<file path="src/rtl/keypad_pkg.sv">
// rtl/keypad_pkg.sv - shared keypad geometry, key code type and row/column-to-key mapping
package keypad_pkg;

    localparam int NUM_ROWS = 4;
    localparam int NUM_COLS = 3;
    localparam int NUM_KEYS = 12;
    localparam int KEY_STAR = 10;
    localparam int KEY_HASH = 11;

    typedef logic [3:0] key_code_t;

    // Rows 0-2 hold digits 1-9; the bottom row is '*', '0', '#'.
    function automatic key_code_t key_index(input logic [1:0] row, input logic [1:0] col);
        if (row == 2'd3) begin
            case (col)
                2'd0:    return key_code_t'(KEY_STAR);
                2'd1:    return key_code_t'(0);
                default: return key_code_t'(KEY_HASH);
            endcase
        end
        return ({2'b00, row} * 4'd3) + {2'b00, col} + 4'd1;
    endfunction

endpackage

</file>
<file path="src/rtl/key_debounce.sv">
// rtl/key_debounce.sv - per-key frame-based debouncer with a restartable agreement window
module key_debounce #(
    parameter int DEBOUNCE_FRAMES = 4
) (
    input  logic CLK,
    input  logic RST,
    input  logic frame_done,
    input  logic frame_valid,
    input  logic raw,
    output logic stable
);

    localparam int CW = (DEBOUNCE_FRAMES > 1) ? $clog2(DEBOUNCE_FRAMES) : 1;
    localparam logic [CW-1:0] CNT_LAST = CW'(DEBOUNCE_FRAMES - 1);

    logic [CW-1:0] cnt_q;
    logic          stable_q;

    always_ff @(posedge CLK or posedge RST) begin
        if (RST) begin
            cnt_q    <= '0;
            stable_q <= 1'b0;
        end else if (frame_done && frame_valid) begin
            if (raw == stable_q) begin
                cnt_q <= '0;
            end else if (cnt_q == CNT_LAST) begin
                stable_q <= raw;
                cnt_q    <= '0;
            end else begin
                cnt_q <= cnt_q + CW'(1);
            end
        end
    end

    assign stable = stable_q;

endmodule

</file>
<file path="src/rtl/keypad_matrix_scanner.sv">
// rtl/keypad_matrix_scanner.sv - 4x3 keypad row scanner with per-key debounce and press events
// Optional: KEYPAD_GHOST_REJECT_EN discards frames with more than one raw key set.
module keypad_matrix_scanner
    import keypad_pkg::*;
#(
    parameter int SCAN_DIV        = 2500,
    parameter int DEBOUNCE_FRAMES = 4
) (
    input  logic                CLK,
    input  logic                RST,
    input  logic [NUM_COLS-1:0] KP_COL,
    output logic [NUM_ROWS-1:0] KP_ROW,
    output logic [9:0]          Keypad,
    output logic                KeypadHash,
    output logic                KeypadStar,
    output logic                KEY_PRESS,
    output key_code_t           KEY_CODE
);

    localparam int PW = $clog2(SCAN_DIV);
    localparam logic [PW-1:0] PHASE_LAST = PW'(SCAN_DIV - 1);

    logic [NUM_COLS-1:0] col_s1_q, col_s2_q;
    logic [PW-1:0]       phase_q;
    logic [1:0]          row_q;
    logic [NUM_KEYS-1:0] raw_q, raw_d, stable, prev, rose;
    logic [9:0]          keypad_q;
    logic                hash_q, star_q, press_q;
    key_code_t           code_q, code_d;
    logic                sample, frame_done, frame_valid;

    assign sample     = (phase_q == PHASE_LAST);
    assign frame_done = sample && (row_q == 2'd3);
    assign KP_ROW     = NUM_ROWS'(1) << row_q;

    // raw_d already contains the row being sampled, so the debouncers see the full frame
    always_comb begin
        raw_d = raw_q;
        if (sample) begin
            for (int c = 0; c < NUM_COLS; c++) begin
                raw_d[key_index(row_q, 2'(c))] = col_s2_q[c];
            end
        end
    end

`ifdef KEYPAD_GHOST_REJECT_EN
    assign frame_valid = ((raw_d & (raw_d - NUM_KEYS'(1))) == '0);
`else
    assign frame_valid = 1'b1;
`endif

    always_ff @(posedge CLK or posedge RST) begin
        if (RST) begin
            col_s1_q <= '0;
            col_s2_q <= '0;
            phase_q  <= '0;
            row_q    <= '0;
            raw_q    <= '0;
        end else begin
            col_s1_q <= KP_COL;
            col_s2_q <= col_s1_q;
            raw_q    <= raw_d;
            if (sample) begin
                phase_q <= '0;
                row_q   <= row_q + 2'd1;
            end else begin
                phase_q <= phase_q + PW'(1);
            end
        end
    end

    for (genvar k = 0; k < NUM_KEYS; k++) begin : g_key
        key_debounce #(
            .DEBOUNCE_FRAMES(DEBOUNCE_FRAMES)
        ) u_debounce (
            .CLK        (CLK),
            .RST        (RST),
            .frame_done (frame_done),
            .frame_valid(frame_valid),
            .raw        (raw_d[k]),
            .stable     (stable[k])
        );
    end

    assign prev = {hash_q, star_q, keypad_q};
    assign rose = stable & ~prev;

    always_comb begin
        code_d = code_q;
        for (int k = NUM_KEYS - 1; k >= 0; k--) begin
            if (rose[k]) code_d = key_code_t'(k);
        end
    end

    always_ff @(posedge CLK or posedge RST) begin
        if (RST) begin
            keypad_q <= '0;
            hash_q   <= 1'b0;
            star_q   <= 1'b0;
            press_q  <= 1'b0;
            code_q   <= '0;
        end else begin
            keypad_q <= stable[9:0];
            hash_q   <= stable[KEY_HASH];
            star_q   <= stable[KEY_STAR];
            press_q  <= |rose;
            code_q   <= code_d;
        end
    end

    assign Keypad     = keypad_q;
    assign KeypadHash = hash_q;
    assign KeypadStar = star_q;
    assign KEY_PRESS  = press_q;
    assign KEY_CODE   = code_q;

endmodule
</file>
<file path="config.mk">
export PLATFORM = sky130hd
export DESIGN_NAME = keypad_matrix_scanner
export DESIGN_NICKNAME = d
export VERILOG_FILES = /design/src/rtl/keypad_pkg.sv /design/src/rtl/key_debounce.sv /design/src/rtl/keypad_matrix_scanner.sv
export SDC_FILE = /design/constraint.sdc
export NUM_CORES = 1
export LEC_CHECK = 0
export CORE_MARGIN = 2
export CORE_UTILIZATION = 56
export CTS_BUF_LIST = sky130_fd_sc_hd__clkbuf_16
export DETAILED_ROUTE_END_ITERATION = 7
export PLACE_DENSITY_LB_ADDON = 0.1
export SLEW_MARGIN = 20
export SYNTH_ARGS = -nofsm -noshare
export SYNTH_HDL_FRONTEND = slang
export SYNTH_SLANG_ARGS = --single-unit
</file>
<file path="constraint.sdc">
create_clock -name CLK -period 3.5 [get_ports CLK]
set_clock_uncertainty 0.15 [all_clocks]
set_input_delay 0.7 -clock CLK [delete_from_list [all_inputs] [get_ports CLK]]
set_output_delay 0.7 -clock CLK [all_outputs]
set_load 0.1 [all_outputs]
</file>
[Word-level counts from Yosys, hierarchy flattened]
Cells that the tools add are included.
Cells by class
  bitwise operators: 14
  $add $sub $neg: 18
  equality and inequality tests: 26
  reductions and logical operators: 18
  shift-type cells: 1
  magnitude comparators: 6
  multiplexer cells: 58
  multipliers: 1
Operator list (number)
  $mux W4: 21
  $mux W2: 24
  $bwmux W12: 3
  $reduce_and A3 Y1: 12
  $add A2 B1 Y2 const B: 13
  $eq A2 B2 Y1 const B: 13
  $mux W12: 2
  $lt A4 B5 Y1 const B: 3
  $add A12 B1 Y12 const B: 1
  $add A4 B1 Y4 const B: 3
  $and A12 B12 Y12: 1
  $demux W1 S4: 3
  $eq A1 B1 Y1: 12
  $eq A12 B12 Y1 const B: 1
  $ge A4 B1 Y1 const B: 3
  $not A1 Y1: 12
  $not A12 Y12: 1
  $reduce_bool A12 Y1: 1
  $reduce_or A12 Y1: 1
  $mux W1: 5
  $add A4 B2 Y4 const B: 1
  $logic_and A1 B1 Y1: 4
  $mul A2 B2 Y4 const B: 1
  $shl A1 B2 Y4 const A: 1
Word-level totals
  bits of input ports: 5
  logic and storage cells: 176
  flip-flop bits (word level): 85
  output and inout port bits: 21

[Longest topological paths before layout]
  word-level depth: 16
  depth in mapped cells: 9
  mapped depth without buffers: 8

[Hierarchy]
A second synthesis with hierarchy kept.
Unflattened totals
  cell total of the unflattened synthesis: 388
  area, all modules: 4255.3 µm²
By module, submodules not included
  keypad_matrix_scanner: cells each 232, instances 1, seq. area each 1226.2 µm², area an instance 2363.5 µm²
  key_debounce: cells each 13, instances 12, seq. area each 75.1 µm², area an instance 157.7 µm²

[Worst setup path after synthesis]
Ideal clock, no wire load.
  kind: flip-flop to flip-flop
  start: register row_q[0]
  end: register g_key[3].u_debounce.cnt_q[0]
  cell stages (with the launch flop): 9
  data required time: 3240 ps
  path buffers: 1
  slack: 562 ps
  arrival time: 2678 ps
  period minus slack after synthesis: 2938 ps
  setup time: 110 ps
  cells stage by stage: dfrtp_1 -> inv_1 -> ha_1 -> clkbuf_1 -> o21ai_0 -> a221oi_1 -> a211oi_4 -> xor2_1 -> o41ai_1
On the way
  longest elaborated chain between the ends: 15
  elaborated cells on any way between the ends: 36
  those cells by class: 4 x add/sub; 1 x mul; 6 x order compare; 2 x eq/ne; 19 x mux; 4 x reduce/logical
RTL lines
  start: declaration: RTL line keypad_matrix_scanner.sv:25  | logic [1:0] row_q;
  start signal: assignment: RTL line keypad_matrix_scanner.sv:65  | row_q <= row_q + 2'd1;
  parallel branches: the longest is 15 deep, another holds $lt A4 B5 Y1
  end signal: assignment: RTL line key_debounce.sv:30  | cnt_q <= cnt_q + CW'(1);
  end: declaration: RTL line key_debounce.sv:16  | logic [CW-1:0] cnt_q;
Several ways; the timed one is not identified. The select of a mux whose other input is x is not followed.
A chain may end at the register's enable or synchronous reset.

[Worst setup path in the final report]
  start: register phase_q[0]
  end: register g_key[0].u_debounce.cnt_q[0]
On the way
  longest elaborated chain between the ends: 4
  elaborated cells on any way between the ends: 5
  those cells by class: 2 x eq/ne; 2 x mux; 1 x reduce/logical
RTL lines
  start: declaration: RTL line keypad_matrix_scanner.sv:24  | logic [PW-1:0] phase_q;
  start signal: assignment: RTL line keypad_matrix_scanner.sv:67  | phase_q <= phase_q + PW'(1);
  $eq A12 B12 Y1 *: RTL line keypad_matrix_scanner.sv:32  | assign sample = (phase_q == PHASE_LAST);
  $mux W12: RTL line keypad_matrix_scanner.sv:39  | if (sample) begin
  $eq A1 B1 Y1: RTL line key_debounce.sv:24  | if (raw == stable_q) begin
  $mux W2: RTL line key_debounce.sv:24
  end signal: assignment: RTL line key_debounce.sv:30
  end: declaration: RTL line key_debounce.sv:16
Mark *: on every way between the ends. The rest lies on a longest branch, timed or not.

==> impl_metrics.yaml <==
status:
  status: "finished clean"
placement:
  portBuffers: 25
  dp_hpwl_um: 5540
  gp_congestion: 0.818
die:
  die_width_um: 89.8
  initial_utilization_pct: 57.4
  die_h_um: 89.8
  ioPinCount: 26
  std_cell_rows: 31
  coreArea_sq_mm: 0.00718
  die_area_sq_mm: 0.00806
setup_path:
  r2r_start: "phase_q[0]"
  worstPathCellList: "ha_1, or3b_2, nor3_2, nand2_2, o41ai_1"
  endpoint_kind: "register"
  cp_max_fo: 34
  critical_path_arrival_ns: 3.00
  critPathMaxStageDelay_ns: 0.54
  reg2reg_depth: 5
  timing.rr.end: "g_key[0].u_debounce.cnt_q[0]"
  cp_slowest_cell: "nor3_2"
  path_class: "reg2reg"
  crit_required_ns: 3.57
  cp-start-kind: "register"
  reg2reg_slack_ns: 0.57
clock_tree:
  clk_pin_slew_worst_paths_ns: 0.07
  numCtsBuffers: 9
  cts-root-buf: "clkbuf_16"
  cts_buffer_depth: 2
  clk_latency_ns: 0.33
  cts_sinks: 85
  cts.repair.resized: 0
  ctsHoldBuffers: 0
  post_cts_buffers: 0
  cts_tree: "yes"
  htree_levels: 3
grt:
  overflow: 0
  grt_pass1_wl_um: 14000
  antenna_found_initial: 0
  grt_max_degree: 86
  grt_pass1_vias: 2931
  grt_util_all_layers_pct: 21.6
hold_path:
  min_delay_worst_endpoint: "col_s2_q[0]"
  min_path_cells: 0
  hold_path_class: "reg2reg"
  min-delay-start: "col_s1_q[0]"
detailed_routing:
  routed_wl_um: 8040
  dr.pass1.iters: 4
  wl_per_cell_um: 15.3
  drt_iter0_markers: 138
  ant_nets: 0
  num_vias: 2955
  via_per_inst: 5.62
  drcViolationCount: 0
pwr:
  p_leak_uw: 0.00230
  seqPwrFrac_pct: 49.6
  combPwrFrac_pct: 1.5
  p_int_uw: 1560
  p_clk_share_pct: 48.9
  irDropWorstVdd_uv: 255
  swShare_pct: 22.0
  p_per_area_mw_per_mm2: 424
  power.total_uw: 2000
  p_switching_uw: 439
sta:
  timing.final.crit_share_pct: 83.7
  report.final.hold_viol_count: 0
  maxSlewHeadroom_pct: 56.5
  fin_setup_tns_ns: 0
  fmax_ghz: 0.341
  slew_viol_final: 0
  worstMarginPinSlew_ns: 0.650
  final.min_clock_period_ns: 2.93
  setup_violations: 0
  grt_setup_unrepaired: "false"
synthesis:
  synthesis.area_sq_mm: 0.00412
  syn_avg_cell_area_sq_um: 10.4
  synth_top_cell_by_area: "dfrtp_1"
  synth-seq-area-share_pct: 51.6
  synth_cells: 398
  synth_flop_cell: "dfrtp_1"
  synth_edf_count: 0
  synthesis.nets: 424
  ys_types: 54
  yosysWarningCount: 0
  async_flop_share_pct: 100
  synthTopCellsByArea: "dfrtp_1 52%, ha_1 6.4%, nand2_1 6.4%, o21ai_0 3.5%, xnor2_1 3.2%"
  synth.top_cell.area_share_pct: 51.6
  ys_seq_elements: 85
finish:
  syn_to_final_growth_pct: 14.4
  finalNetCount: 448
  postLayoutCoreUtil_pct: 65.7
  diodes: 0
  drive_gt1_share_pct: 14.8
flow_run:
  max_cap_violations: 0
## registers in the layout, indices dropped and copies added, names as in the netlist
register / count
raw_q: 12
col_s1_q: 3
g_key.u_debounce.cnt_q: 24
phase_q: 12
KeypadHash: 1
KEY_PRESS: 1
row_q: 2
col_s2_q: 3
Keypad: 10
KEY_CODE: 4
KeypadStar: 1
g_key.u_debounce.stable: 12
## worst max path at each step
stage	start	end	slack (ns)	depth (start not counted)
2_1_floorplan	RST	KEY_CODE[0]	0.46	1
3_3_place_gp	phase_q[0]	g_key[7].u_debounce.cnt_q[0]	0.68	5
3_5_place_dp	phase_q[0]	g_key[1].u_debounce.cnt_q[0]	0.57	5
4_1_cts	phase_q[0]	g_key[1].u_debounce.cnt_q[0]	0.55	5
5_1_grt	phase_q[0]	g_key[3].u_debounce.cnt_q[0]	0.36	5
6_report	phase_q[0]	g_key[0].u_debounce.cnt_q[0]	0.57	5
## cell families (layout without fill, tap and decap cells)
family | after synthesis | after routing | synth area share (%)
XOR/XNOR | 23 | 23 | 4.89
multiplexers | 16 | 16 | 4.10
buffers and inverters | 33 | 62 | 3.46
flip-flops | 85 | 85 | 51.6
adder cells (fa/ha/maj) | 21 | 21 | 6.38
AO/OA/AOI/OAI | 78 | 78 | 13.2
AND/OR/NAND/NOR | 142 | 142 | 16.3
## metal layers
metal  track usage [%]  routed length (um)  vias to the layer above  part of all wire [%]
li1                  -                   -                     1426                     -
met1              29.0                3740                     1475                    47
met2              36.0                3950                       49                    49
met3              4.44                 270                        5                   3.4
met4              5.77                  80                        0                   1.0
met5                 0                   0                        -                     0
## cells in the final DEF, fill, tap and decap left out, types with 2 or more instances in the layout
| cell type | count |
|---|---|
| a21oi_2 | 2 |
| mux2i_1 | 9 |
| and3_1 | 4 |
| buf_4 | 24 |
| o211ai_1 | 2 |
| a32o_1 | 3 |
| nand3_1 | 9 |
| a31oi_1 | 3 |
| nor3b_1 | 2 |
| inv_6 | 3 |
| o21ai_0 | 29 |
| a221oi_1 | 3 |
| ha_1 | 21 |
| o41ai_2 | 3 |
| xor2_1 | 8 |
| o41ai_1 | 5 |
| clkinv_2 | 2 |
| nand3b_1 | 2 |
| clkdlybuf4s50_1 | 4 |
| clkbuf_16 | 9 |
| nor3_1 | 4 |
| a22o_1 | 3 |
| nor2b_1 | 8 |
| xnor2_1 | 15 |
| mux2_2 | 7 |
| nand2b_1 | 7 |
| nand2_1 | 70 |
| a21oi_1 | 12 |
| nor2_1 | 23 |
| dfrtp_1 | 85 |
| inv_1 | 16 |
| a21o_1 | 3 |
## cell usage after synthesis (2+ instances only)
| cell | n |
|---|---|
| a31oi_1 | 3 |
| inv_1 | 17 |
| dfrtp_1 | 85 |
| nor2_1 | 23 |
| a21o_1 | 3 |
| buf_4 | 2 |
| o21ai_0 | 29 |
| nand2_1 | 70 |
| a21oi_2 | 2 |
| ha_1 | 21 |
| clkbuf_1 | 10 |
| nand2b_1 | 7 |
| buf_2 | 3 |
| o41ai_1 | 5 |
| nand3_1 | 9 |
| nor3_1 | 4 |
| a32o_1 | 3 |
| o211ai_1 | 2 |
| mux2i_1 | 9 |
| xnor2_1 | 15 |
| nand3b_1 | 2 |
| xor2_1 | 8 |
| a221oi_1 | 3 |
| nor2b_1 | 8 |
| mux2_2 | 7 |
| a21oi_1 | 12 |
| nor3b_1 | 2 |
| a22o_1 | 3 |
| o41ai_2 | 3 |
| and3_1 | 4 |
## critical path, delay by kind of cell, from the launching register on
kind,cells,cell delay (ns)
fa+ha+maj,1,0.22
compound gates,1,0.47
flops,1,0.38
simple gates,3,1.58
## final cells by class
class / instances / area (sq um)
Clock inverter: 7 / 81.3
Timing Repair Buffer: 29 / 240
Fill cell: 573 / 2460
Tap cell: 99 / 124
Clock buffer: 9 / 225
Multi-Input combinational cell: 280 / 1850
Sequential cell: 85 / 2130
Inverter: 17 / 65.1
## stage by stage
stage / cell area (sq um) / hold slack, ns / setup WS, ns / cells
after CTS: 4710 / 0.202 / 0.554 / 526
after detailed placement: 4410 / 0.187 / 0.568 / 510
after floorplan: 4120 / 0.181 / 0.457 / 398
final: 4710 / 0.203 / 0.570 / 526
after global routing: 4710 / 0.207 / 0.362 / 526
after global placement: 4410 / 0.183 / 0.684 / 510
## power groups by stage
stage,combinational [uW],clock [uW],sequential [uW]
6_report,29.9,978,991
5_1_grt,35.6,1040,991
4_1_cts,31.9,992,991
3_5_place_dp,31.7,0,1010
3_3_place_gp,31.5,0,1010
2_1_floorplan,21.4,0,1010
Power figures use the tool's default switching activity.
